<file path="src/rtl/conv2_viterbi_dec.sv">
// conv2_viterbi_dec: hard-decision Viterbi decoder for the 4-state rate-1/2
// conv2 code. One ACS unit per trellis state, register-exchange survivors,
// so every decision leaves exactly TB_DEPTH symbols after its own symbol.

// One add-compare-select cell: two candidate branches into one state.
module conv2_viterbi_acs #(
   parameter int PM_W     = 6,
   parameter int TB_DEPTH = 16
) (
   input  logic [PM_W-1:0]     pm_a,
   input  logic [PM_W-1:0]     pm_b,
   input  logic [1:0]          bm_a,
   input  logic [1:0]          bm_b,
   input  logic [TB_DEPTH-1:0] surv_a,
   input  logic [TB_DEPTH-1:0] surv_b,
   input  logic                x_a,
   input  logic                x_b,
   output logic [PM_W-1:0]     pm_new,
   output logic [TB_DEPTH-1:0] surv_new
);
   localparam logic [PM_W:0] PM_MAX = {1'b0, {PM_W{1'b1}}};

   logic [PM_W:0]   sum_a, sum_b;
   logic [PM_W-1:0] cand_a, cand_b;

   // saturating add, then keep the smaller; branch a (lower predecessor) wins ties
   always_comb begin
      sum_a  = {1'b0, pm_a} + {{(PM_W-1){1'b0}}, bm_a};
      sum_b  = {1'b0, pm_b} + {{(PM_W-1){1'b0}}, bm_b};
      cand_a = (sum_a > PM_MAX) ? PM_MAX[PM_W-1:0] : sum_a[PM_W-1:0];
      cand_b = (sum_b > PM_MAX) ? PM_MAX[PM_W-1:0] : sum_b[PM_W-1:0];
      if (cand_a <= cand_b) begin
         pm_new   = cand_a;
         surv_new = {surv_a[TB_DEPTH-2:0], x_a};
      end else begin
         pm_new   = cand_b;
         surv_new = {surv_b[TB_DEPTH-2:0], x_b};
      end
   end
endmodule

module conv2_viterbi_dec #(
   parameter int TB_DEPTH = 16,
   parameter int PM_W     = 6
) (
   input  logic       clk,
   input  logic       rst,
   input  logic       sym_valid,
   input  logic [1:0] sym_in,
   input  logic       flush,
   output logic       bit_valid,
   output logic       bit_out,
   output logic       busy
);
   localparam int              CW       = $clog2(TB_DEPTH + 1);
   localparam logic [CW-1:0]   CNT_FULL = CW'(TB_DEPTH);
   localparam logic [CW-1:0]   CNT_ONE  = CW'(1);
   localparam logic [PM_W-1:0] HALF     = {1'b1, {(PM_W-1){1'b0}}};
   localparam logic [PM_W-1:0] PM_INIT  = {1'b0, {(PM_W-1){1'b1}}};

   typedef enum logic {ST_RUN, ST_FLUSH} state_t;
   state_t state, state_nxt;

   logic [3:0][PM_W-1:0]     pm, pm_acs, pm_nxt;
   logic [3:0][TB_DEPTH-1:0] surv, surv_acs;
   logic [CW-1:0]            pending, fl_rem;
   logic [TB_DEPTH-1:0]      fl_sr, fl_sh;
   logic [1:0]               best;
   logic [PM_W-1:0]          best_pm;
   logic                     accept, fl_start, fl_done, norm;

   assign accept   = sym_valid && (state == ST_RUN);
   assign fl_start = flush && !sym_valid && (state == ST_RUN);
   assign fl_done  = (state == ST_FLUSH) && (fl_rem == '0);

   // Per-state ACS. Predecessors of s0/s1 are s0,s2; of s2/s3 are s1,s3.
   // An even predecessor emits {x,x}, an odd one emits {x,~x}.
   for (genvar s = 0; s < 4; s++) begin : g_acs
      localparam int         PA = (s < 2) ? 0 : 1;
      localparam int         PB = PA + 2;
      localparam logic       XA = (s == 1 || s == 2);
      localparam logic       XB = !XA;
      localparam logic [1:0] EA = (PA == 1) ? {XA, !XA} : {XA, XA};
      localparam logic [1:0] EB = (PB == 3) ? {XB, !XB} : {XB, XB};

      logic [1:0] d_a, d_b, bm_a, bm_b;
      assign d_a  = sym_in ^ EA;
      assign d_b  = sym_in ^ EB;
      assign bm_a = {d_a[1] & d_a[0], d_a[1] ^ d_a[0]};
      assign bm_b = {d_b[1] & d_b[0], d_b[1] ^ d_b[0]};

      conv2_viterbi_acs #(.PM_W(PM_W), .TB_DEPTH(TB_DEPTH)) u_acs (
         .pm_a     (pm[PA]),
         .pm_b     (pm[PB]),
         .bm_a     (bm_a),
         .bm_b     (bm_b),
         .surv_a   (surv[PA]),
         .surv_b   (surv[PB]),
         .x_a      (XA),
         .x_b      (XB),
         .pm_new   (pm_acs[s]),
         .surv_new (surv_acs[s])
      );
   end

   // pull all metrics down by half once every one of them has reached it
   always_comb begin
      norm = 1'b1;
      for (int i = 0; i < 4; i++)
         if (pm_acs[i] < HALF) norm = 1'b0;
      for (int i = 0; i < 4; i++)
         pm_nxt[i] = norm ? (pm_acs[i] - HALF) : pm_acs[i];
   end

   // best state on the current metrics, lowest index on ties
   always_comb begin
      best    = 2'd0;
      best_pm = pm[0];
      for (int i = 1; i < 4; i++)
         if (pm[i] < best_pm) begin
            best    = 2'(i);
            best_pm = pm[i];
         end
   end

   // best survivor aligned so its oldest pending bit sits at the MSB
   always_comb begin
      fl_sh = surv[best] << (CNT_FULL - pending);
   end

   // flush state register
   always_ff @(posedge clk) begin
      if (rst) state <= ST_RUN;
      else     state <= state_nxt;
   end

   // flush next-state: enter on an accepted flush, leave once drained
   always_comb begin
      state_nxt = state;
      case (state)
         ST_RUN:   if (fl_start) state_nxt = ST_FLUSH;
         ST_FLUSH: if (fl_rem == '0) state_nxt = ST_RUN;
         default:  state_nxt = ST_RUN;
      endcase
   end

   // flush outputs
   always_comb begin
      busy = (state == ST_FLUSH);
   end

   // metrics, survivors and pending count; block end restores start values
   always_ff @(posedge clk) begin
      if (rst || fl_done) begin
         pm      <= {PM_INIT, PM_INIT, PM_INIT, {PM_W{1'b0}}};
         surv    <= '0;
         pending <= '0;
      end else if (accept) begin
         pm   <= pm_nxt;
         surv <= surv_acs;
         if (pending != CNT_FULL) pending <= pending + CNT_ONE;
      end
   end

   // decided-bit output: streaming decisions, then the flush drain
   always_ff @(posedge clk) begin
      if (rst) begin
         bit_valid <= 1'b0;
         bit_out   <= 1'b0;
         fl_sr     <= '0;
         fl_rem    <= '0;
      end else if (accept) begin
         bit_valid <= (pending == CNT_FULL);
         bit_out   <= (pending == CNT_FULL) & surv[best][TB_DEPTH-1];
      end else if (fl_start) begin
         bit_valid <= (pending != '0);
         bit_out   <= fl_sh[TB_DEPTH-1];
         fl_sr     <= fl_sh << 1;
         fl_rem    <= (pending != '0) ? (pending - CNT_ONE) : '0;
      end else if (busy && fl_rem != '0) begin
         bit_valid <= 1'b1;
         bit_out   <= fl_sr[TB_DEPTH-1];
         fl_sr     <= fl_sr << 1;
         fl_rem    <= fl_rem - CNT_ONE;
      end else begin
         bit_valid <= 1'b0;
         bit_out   <= 1'b0;
      end
   end
endmodule

</file>
<file path="config.mk">
export PLATFORM = sky130hd
export DESIGN_NAME = conv2_viterbi_dec
export DESIGN_NICKNAME = d
export VERILOG_FILES = /design/src/rtl/conv2_viterbi_dec.sv
export SDC_FILE = /design/constraint.sdc
export NUM_CORES = 1
export LEC_CHECK = 0
export ABC_AREA = 1
export ABC_CLOCK_PERIOD_IN_PS = 5100
export CAP_MARGIN = 20
export CORE_ASPECT_RATIO = 1.5
export CORE_MARGIN = 4
export CORE_UTILIZATION = 50
export DETAILED_ROUTE_END_ITERATION = 16
export GPL_TIMING_DRIVEN = 0
export MAX_ROUTING_LAYER = met4
export PLACE_DENSITY_LB_ADDON = 0.1
export SYNTH_ARGS = -nofsm -noshare
export SYNTH_HDL_FRONTEND = slang
export SYNTH_HIERARCHICAL = 1
export SYNTH_SLANG_ARGS = --single-unit
</file>
<file path="constraint.sdc">
create_clock -name clk -period 5.1 [get_ports clk]
set_input_delay 1.02 -clock clk [delete_from_list [all_inputs] [get_ports clk]]
set_output_delay 1.02 -clock clk [all_outputs]
set_load 0.02 [all_outputs]
</file>
### Word-level counts from Yosys, hierarchy flattened

Cells that the tools add are included.

* $add $sub $neg: 16
* magnitude comparators: 20
* equal/unequal tests: 2
* shift operators: 1
* mux-type cells: 45
* bitwise operators: 14
* reductions and logical operators: 13

Operator list (count)
* $mux W16: 7
* $mux W6: 18
* $add A6 B2 Y7: 8
* $gt A7 B6 Y1 const B: 8
* $bmux W16 S2: 1
* $le A6 B6 Y1: 4
* $lt A6 B6 Y1 const B: 4
* $sub A6 B6 Y6 const B: 4
* $lt A6 B6 Y1: 3
* $shl A16 B5 Y16: 1
* $mux W5: 3
* $mux W1: 13
* $reduce_bool A5 Y1: 2
* $sub A5 B1 Y5 const B: 2
* $add A5 B1 Y5 const B: 1
* $and A1 B1 Y1: 5
* $eq A5 B5 Y1 const B: 1
* $logic_and A1 B1 Y1: 5
* $logic_not A5 Y1: 1
* $ne A5 B5 Y1 const B: 1
* $sub A5 B5 Y5 const A: 1
* $mux W2: 2
* $not A1 Y1: 4
* $reduce_and A2 Y1: 2
* 7 further kinds: 10

* flip-flop bits (word level): 117
* input port bits: 6
* output and inout port bits: 3
* word-level logic and storage cells: 125

### Longest topological paths before layout

Gate-level depths: netlist of the first run.

* depth in word-level cells: 13
* gate-level depth with buffers: 35
* depth with buffers taken out: 31

### Modules after synthesis

Netlist of the first run, hierarchy kept.

By module, submodules not included
* conv2_viterbi_dec: instances 1, cells each 918, area each 6168.4 um^2, seq. area each 2322.2 um^2
* conv2_viterbi_acs: instances 4, cells each 152, area each 842.1 um^2, seq. area each 0.0 um^2

### Worst setup path before layout of the first run

OpenSTA, ideal clock, no wires.

* path type: flip-flop to flip-flop
* start: reg pm[3] in the netlist's numbering
* end: reg fl_sr[13]
* setup time: 113 ps
* arrival: 4759 ps
* required time: 4987 ps
* path slack: 228 ps
* stages on the path, launching flop included: 34
* path buffers: 4
* clock period less this slack: 4872 ps
* path through: dfxtp_1 -> inv_1 -> ha_1 -> nand2_1 -> nand2_2 -> a21oi_4 -> nand2_4 -> clkbuf_1 -> o21ai_0 -> ha_1 -> a21oi_1 -> nor2_1 -> a211oi_1 -> nand2_2 -> clkbuf_1 -> clkbuf_1 -> nand2_1 -> o21ai_0 -> ha_1 -> a21oi_1 -> nor2_1 -> a211oi_1 -> nand2_4 -> buf_6 -> o21ai_1 -> nand2_2 -> nand3_1 -> nand3_1 -> nand2_1 -> nand2_1 -> o211ai_1 -> nand2_1 -> nand2_1 -> nand2_1

* longest elaborated chain between the ends: 10
* elaborated cells between the ends (all ways): 12
* those cells by class: order compare (3); shift (1); mux (8)

RTL lines
* from (decl): RTL line 64 `logic [3:0][PM_W-1:0] pm, pm_acs, pm_nxt;`
* from (signal assigned): RTL line 155 `pm <= {PM_INIT, PM_INIT, PM_INIT, {PM_W{1'b0}}};`
* from (signal assigned): RTL line 159 `pm <= pm_nxt;`
* $lt A6 B6 Y1: RTL line 120 `if (pm[i] < best_pm) begin`
* $mux W6: RTL line 120
* $lt A6 B6 Y1: RTL line 120
* $mux W6: RTL line 120
* $lt A6 B6 Y1: RTL line 120
* $mux W2 (*): RTL line 120
* $bmux W16 S2 (*): RTL line 128 `fl_sh = surv[best] << (CNT_FULL - pending);`
* $mux W16 (not written as such) (*): RTL line 128
* $shl A16 B5 Y16 (*): RTL line 128
* $mux W16 (*): RTL line 175 `end else if (fl_start) begin`
* to (signal assigned): RTL line 178 `fl_sr <= fl_sh << 1;`
* to (signal assigned): RTL line 183 `fl_sr <= fl_sr << 1;`
* to (decl): RTL line 67 `logic [TB_DEPTH-1:0] fl_sr, fl_sh;`

Mark *: on every way between the ends. The rest lies on a longest branch, timed or not. The select of a mux whose other input is x is not followed.
A chain may end at the register's enable or synchronous reset.

### Worst setup path in the final report of the first run

* start: reg pm[4] in the netlist's numbering
* end: reg fl_sr[15]

Same word-level chain as after synthesis.

==> results.py, run 1 <==
metrics = {
    "worst_setup_path": {
        "worstSetupPathType": "register to register",
        "endpoint_kind": "register",
        "crit_arrival_ns": 5.32,
        "worst_ep_required_time_ns": 5.47,
        "critPathMaxStageDelay_ns": 0.39,
        "worstSetupStartpointType": "register",
        "crit_top_cell": "nand2_1",
        "cp_slowest_cell": "dfxtp_4",
        "crit_fanout": 10,
    },
    "detailed_routing": {
        "drc": 0,
        "num_vias": 10430,
        "drt_wl_total_um": 33910,
        "drtPass1Iterations": 6,
        "antenna_left": 0,
        "post_drt_wl_per_cell_um": 18.43,
        "drt-initial-drc-count": 718,
        "viasPerCell": 5.666,
    },
    "yosys": {
        "synth.distinct_cells": 45,
        "syn-instance-count": 1526,
        "synthFlopType": "dfxtp_1",
        "synth_warnings": 6,
        "syn-mean-instance-area_um2": 6.249,
        "synth_area_um2": 9537,
        "ys_ff_latch": 116,
        "ys_seq_area_frac": 0.2435,
        "synth-async-reset-ratio": 0,
        "synth_edf_count": 0,
    },
    "clocking": {
        "root_buffer": "clkbuf_16",
        "path_clk_slew_ns": 0.06,
        "hold_buffers": 0,
        "cts_max_path_buffers": 2,
        "clk_latency_ns": 0.43,
        "cts_tree": "yes",
        "h-tree-depth": 4,
        "cts_inserted_buffers": 17,
        "cts.sinks": 116,
    },
    "finish": {
        "drive_above_1_share": 0.1215,
        "nets": 1654,
        "num_antenna_cells": 0,
        "area_growth_pct": 14.52,
        "final_common_cell": "nand2_1",
        "mostFrequentLayoutCells": "nand2_1 (567), nand3_1 (186), inv_1 (114), dfxtp_1 (106), a21oi_1 (103)",
    },
    "timing": {
        "period_needed_ns": 4.949,
        "fmax_mhz": 202.1,
        "rsz0062_at_grt": "true",
        "fin_setup_tns_ns": 0,
        "maxSlewHeadroom": 0.4633,
        "setup_viol": 0,
        "finalWorstSetupSlack_ns": 0.1511,
        "fin_skew_ns": 0.01261,
        "worst_pin_slew_ns": 0.8020,
        "timing.final.crit_share": 0.9704,
        "finalMaxSlewViolations": 0,
        "hold_violations": 0,
    },
    "pwr": {
        "peakVddDrop_v": 0.0003012,
        "power_density_nw_per_um2": 596.3,
        "p_total_mw": 6.512,
        "switching_share": 0.5118,
        "switching_power_mw": 3.333,
        "intPower_mw": 3.180,
        "p_comb_frac": 0.642,
        "power_frac_seq": 0.170,
        "power_frac_clock": 0.188,
        "p_leak_nw": 4.941,
    },
    "grt": {
        "overflow": 0,
        "grt_max_degree": 18,
        "grt_pass1_vias": 9926,
        "grt_usage": 0.3313,
        "grt_pass1_wl_um": 52950,
        "antenna_found_initial": 0,
    },
    "die": {
        "dieArea_um2": 21390,
        "start_util": 0.5121,
        "io-pin-count": 9,
        "die-width_um": 120.8,
        "die_h_um": 177.1,
        "rows": 61,
        "coreArea_um2": 18620,
    },
    "placement": {
        "dp_hpwl_um": 26480,
        "portBuffers": 7,
        "place_ws_ns": -1.037,
        "gp_congestion": 0.9783,
    },
    "worst_hold_path": {
        "hold_path.class": "register to register",
    },
    "job": {
        "maxCapViolations": 0,
    },
    "outcome": {
        "outcome": "finished clean",
    },
}
==> cell usage after synthesis (5+ instances only) <==
master | count | area (µm²)
or2_2 | 8 | 50.05
clkbuf_1 | 44 | 165.2
o21ai_2 | 8 | 70.07
o2111ai_1 | 13 | 113.9
nand2_2 | 21 | 131.4
nand4_1 | 8 | 50.05
nand2_1 | 577 | 2166
nand3_1 | 201 | 1006
fa_1 | 8 | 160.2
nor2_2 | 5 | 31.28
nand3_4 | 8 | 140.1
buf_1 | 7 | 26.28
xor2_1 | 7 | 61.31
a21oi_1 | 105 | 525.5
nor3_1 | 6 | 30.03
a31oi_1 | 7 | 43.79
nor2_1 | 45 | 168.9
o21ai_1 | 21 | 105.1
nand3b_1 | 9 | 67.56
nand2_4 | 6 | 67.56
ha_1 | 65 | 813.3
inv_1 | 117 | 439.2
buf_6 | 10 | 112.6
buf_4 | 5 | 37.54
o211ai_1 | 5 | 37.54
o21ai_0 | 57 | 285.3
dfxtp_1 | 116 | 2322
==> state kept, by name (all words and copies together), names as in the netlist <==
signal / cells
bit_out: 1
pm: 24
busy: 1
pending: 5
surv: 64
bit_valid: 1
fl_sr: 15
fl_rem: 5
==> kinds of logic (layout without fill, tap and decap cells) <==
| logic type | Yosys count | count (layout) | share of synthesized area |
|---|---|---|---|
| compound gates | 226 | 226 | 0.1330 |
| xor+xnor | 8 | 8 | 0.007347 |
| fa+ha+maj | 73 | 73 | 0.1021 |
| buf+inv | 193 | 248 | 0.08738 |
| flops | 116 | 116 | 0.2435 |
| other cells | 2 | 8 | 0.0007875 |
| simple gates | 908 | 909 | 0.4259 |
==> power groups by stage <==
stage,Combinational (mW),Sequential [mW],Clock (mW)
after floorplan,2.75,1.07,0
after global placement,3.68,1.12,0
after detailed placement,3.70,1.12,0
after CTS,3.76,1.10,1.24
after global routing,4.58,1.12,1.28
final,4.18,1.11,1.23
==> critical path, delay by kind of cell, from the launching register on <==
family / cells / cell delay [ns]
adders and majority gates: 3 / 0.86
and+or+nand+nor: 14 / 1.52
buffers and inverters: 6 / 0.68
DFF: 1 / 0.39
AOI/OAI and AO/OA: 8 / 1.46
==> repair_timing <==
item                       CTS  global route
gates cloned                 0             2
pin swaps                    4            21
setup buffers                4            12
setup endpoints to repair   16            19
gates resized for setup     19            55
==> area by class of cell <==
type | count | area (µm²)
sequential | 116 | 2350
timing repair buffer | 24 | 210.2
inverter | 123 | 461.7
buffer | 69 | 387.9
fill | 1941 | 7701
clock inverter | 14 | 166.4
multi-input combinational | 1224 | 6601
clock buffer | 18 | 429.2
tap | 252 | 315.3
==> metrics by stage <==
| stage | area (µm²) | instances | hold WS [ns] | utilization |
|---|---|---|---|---|
| 2_1_floorplan | 9559 | 1532 | 0.4378 | - |
| 3_3_place_gp | 9945 | 1791 | 0.4532 | 0.5340 |
| 3_5_place_dp | 9945 | 1791 | 0.4579 | 0.5340 |
| 4_1_cts | 10600 | 1826 | 0.4694 | 0.5691 |
| 5_1_grt | 10920 | 1840 | 0.4888 | 0.5865 |
| 6_report | 10920 | 1840 | 0.4668 | 0.5865 |
==> path summary, 6_finish.rpt <==
path	end	slack [ns]	from	cells past startpoint
setup reg to reg	fl_sr[15]	0.15	pm[4]	31
hold / removal	fl_sr[1]	0.47	fl_sr[1]	2
setup / recovery	fl_sr[15]	0.15	pm[4]	31
hold reg to reg	fl_sr[1]	0.47	fl_sr[1]	2
==> layer usage <==
layer  vias to the layer above  wire length [µm]  track usage
met5                         -                 0            -
met1                      4721             11700       0.3046
met3                       181              1427      0.04829
met2                       398             17010       0.5902
li1                       5125                 -            -
met4                         0              3765       0.2888
(Power assumes the default switching activity.)
==> inputs of run 2 (changes only) <==
Settings changed: ABC_AREA 1 to unset, CTS_CLUSTER_DIAMETER set to 150.
==> results.py, run 2 <==
metrics = {
    "outcome": {
        "outcome": "finished, violations left",
        "violations": "setup timing",
    },
    "yosys": {
        "synthFlopType": "dfxtp_1",
        "syn-instance-count": 1172,
        "syn-mean-instance-area_um2": 8.182,
        "yosys.area.top_type": "dfxtp_1",
        "ys_seq_area_frac": 0.2422,
        "synth_area_um2": 9589,
        "synth.distinct_cells": 78,
        "synth_edf_count": 0,
        "synth_warnings": 6,
        "synth.top_cell.area_share": 0.2422,
        "yosysMostFrequentCell": "nand2_1",
        "yosys-top-cells-count": "nand2_1 (217), dfxtp_1 (116), a21oi_1 (103)",
        "ys_ff_latch": 116,
        "yosys-top-cells-area": "dfxtp_1 (24%), mux2_4 (9.4%), nand2_1 (8.5%)",
        "synth-async-reset-ratio": 0,
    },
    "pwr": {
        "p_leak_nw": 4.798,
        "power_density_nw_per_um2": 485.1,
        "p_total_mw": 5.695,
        "peakVddDrop_v": 0.0002848,
    },
    "clocking": {
        "clk_latency_ns": 0.43,
        "root_buffer": "clkbuf_16",
        "h-tree-depth": 4,
        "cts_tree": "yes",
        "path_clk_slew_ns": 0.06,
        "cts_max_path_buffers": 2,
        "cts_inserted_buffers": 17,
        "cts.sinks": 116,
    },
    "placement": {
        "portBuffers": 7,
        "place_area_um2": 10120,
        "dp_cells": 1437,
        "gp_congestion": 0.9636,
        "place_ws_ns": -1.271,
        "dp_hpwl_um": 22840,
    },
    "grt": {
        "grt_pass1_vias": 9175,
        "grt_max_degree": 18,
        "antenna_found_initial": 0,
        "overflow": 0,
        "grt_usage": 0.3052,
        "grt_pass1_wl_um": 49270,
    },
    "timing": {
        "timing.final.crit_share": 1.098,
        "fin_setup_tns_ns": -5.599,
        "rsz0062_at_grt": "true",
        "setup_viol": 16,
        "whs_ns": 0.4560,
        "worst_pin_slew_ns": 1.145,
        "finalWorstSetupSlack_ns": -0.5014,
        "finalMaxSlewViolations": 0,
        "hold_violations": 0,
        "maxSlewHeadroom": 0.2341,
        "period_needed_ns": 5.601,
        "fmax_mhz": 178.5,
        "fin_skew_ns": 0.01044,
    },
    "finish": {
        "final_util": 0.6278,
        "area_growth_pct": 22.42,
        "fin_cells": 1516,
        "top_register": "surv",
        "num_antenna_cells": 0,
        "largest_reg_flops": 64,
        "reg_top3": "surv (64), pm (24), fl_sr (15)",
        "drive_above_1_share": 0.2334,
        "final_common_cell": "nand2_1",
        "mostFrequentLayoutCells": "nand2_1 (214), dfxtp_1 (106), a21oi_1 (96), mux2_4 (62), nand3_1 (61)",
        "nets": 1330,
        "postLayoutCellArea_um2": 11740,
    },
    "detailed_routing": {
        "viasPerCell": 5.989,
        "drt_wl_total_um": 31410,
        "post_drt_wl_per_cell_um": 20.72,
        "antenna_left": 0,
        "drt-initial-drc-count": 493,
        "drtPass1Iterations": 5,
        "num_vias": 9079,
        "drc": 0,
    },
    "die": {
        "die_h_um": 177.6,
        "die-width_um": 121.1,
        "io-pin-count": 9,
        "dieArea_um2": 21500,
        "rows": 61,
        "start_util": 0.5128,
        "coreArea_um2": 18700,
    },
    "worst_setup_path": {
        "crit_arrival_ns": 5.91,
        "worst_ep_required_time_ns": 5.41,
        "endpoint_kind": "register",
        "crit_fanout": 7,
        "worstSetupPathType": "register to register",
        "cp_slowest_cell": "dfxtp_4",
        "worstSetupStartpointType": "register",
        "critPathMaxStageDelay_ns": 0.37,
    },
    "job": {
        "maxCapViolations": 0,
    },
    "worst_hold_path": {
        "hold_path.class": "register to register",
    },
}
[run 2: cell count changes in the layout (fill, tap and decap cells not counted), sizes merged, moves of 14 or more]
cell   previous run  this run
and3              0        17
mux2i             0        65
buf              44        68
nand3           213        62
a21o              0        27
inv             127        50
o21ai            86        38
nor3b             1        15
a31oi             7        25
mux2              0        72
nand2           606       217
[run 2: critical path, delay by kind of cell, from the launching register on]
family                     cells  cell delay, ns
and+or+nand+nor                8            1.12
DFF                            1            0.37
adders and majority gates      3            0.80
AOI/OAI and AO/OA             11            1.95
muxes                          1            0.28
buffers and inverters          7            0.94
[run 2: logic make-up after synthesis]
logic type	Yosys count	share of synthesized area
AND/OR/NAND/NOR	454	0.2236
XOR/XNOR	17	0.01553
AO/OA/AOI/OAI	254	0.1789
buffers and inverters	116	0.05415
other	2	0.0007832
flip-flops	116	0.2422
multiplexers	140	0.1833
adder cells (fa/ha/maj)	73	0.1015
[run 2: report_power, final]
group | switching, mW | total [mW] | internal, mW | leakage, nW
logic | 1.90 | 3.52 | 1.62 | 3.59
registers | 0.105 | 1.06 | 0.958 | 0.946
clock network | 0.494 | 1.12 | 0.622 | 0.260
total | 2.49 | 5.69 | 3.20 | 4.80
[run 2: area by class of cell]
cell class	instances	area [µm²]
buffer	70	416.7
clock buffer	17	425.4
clock inverter	15	107.6
fill	1651	6960
inverter	45	171.4
multi-input combinational	946	7440
sequential	116	2357
tap	252	315.3
timing repair buffer	55	505.5
[run 2: what timing repair did]
item,4_1_cts,5_1_grt
endpoints found under the setup margin,20,27
pin swaps,42,31
gates resized for setup,90,52
buffers inserted,35,11
hold buffers,0,0
gates cloned,3,0
[run 2: per-layer routing]
metal	wire, µm	vias up	track usage
li1	-	4344	-
met1	10900	4318	0.2787
met2	16740	273	0.5588
met3	1008	144	0.04879
met4	2754	0	0.2320
met5	0	-	-
[run 2: path summary, 6_finish.rpt]
path,startpoint,to,slack (ns),depth (start not counted)
max,pm[5],bit_out,-0.50,30
min,surv[47],surv[47],0.46,2
max reg2reg,pm[5],bit_out,-0.50,30
min reg2reg,surv[47],surv[47],0.46,2
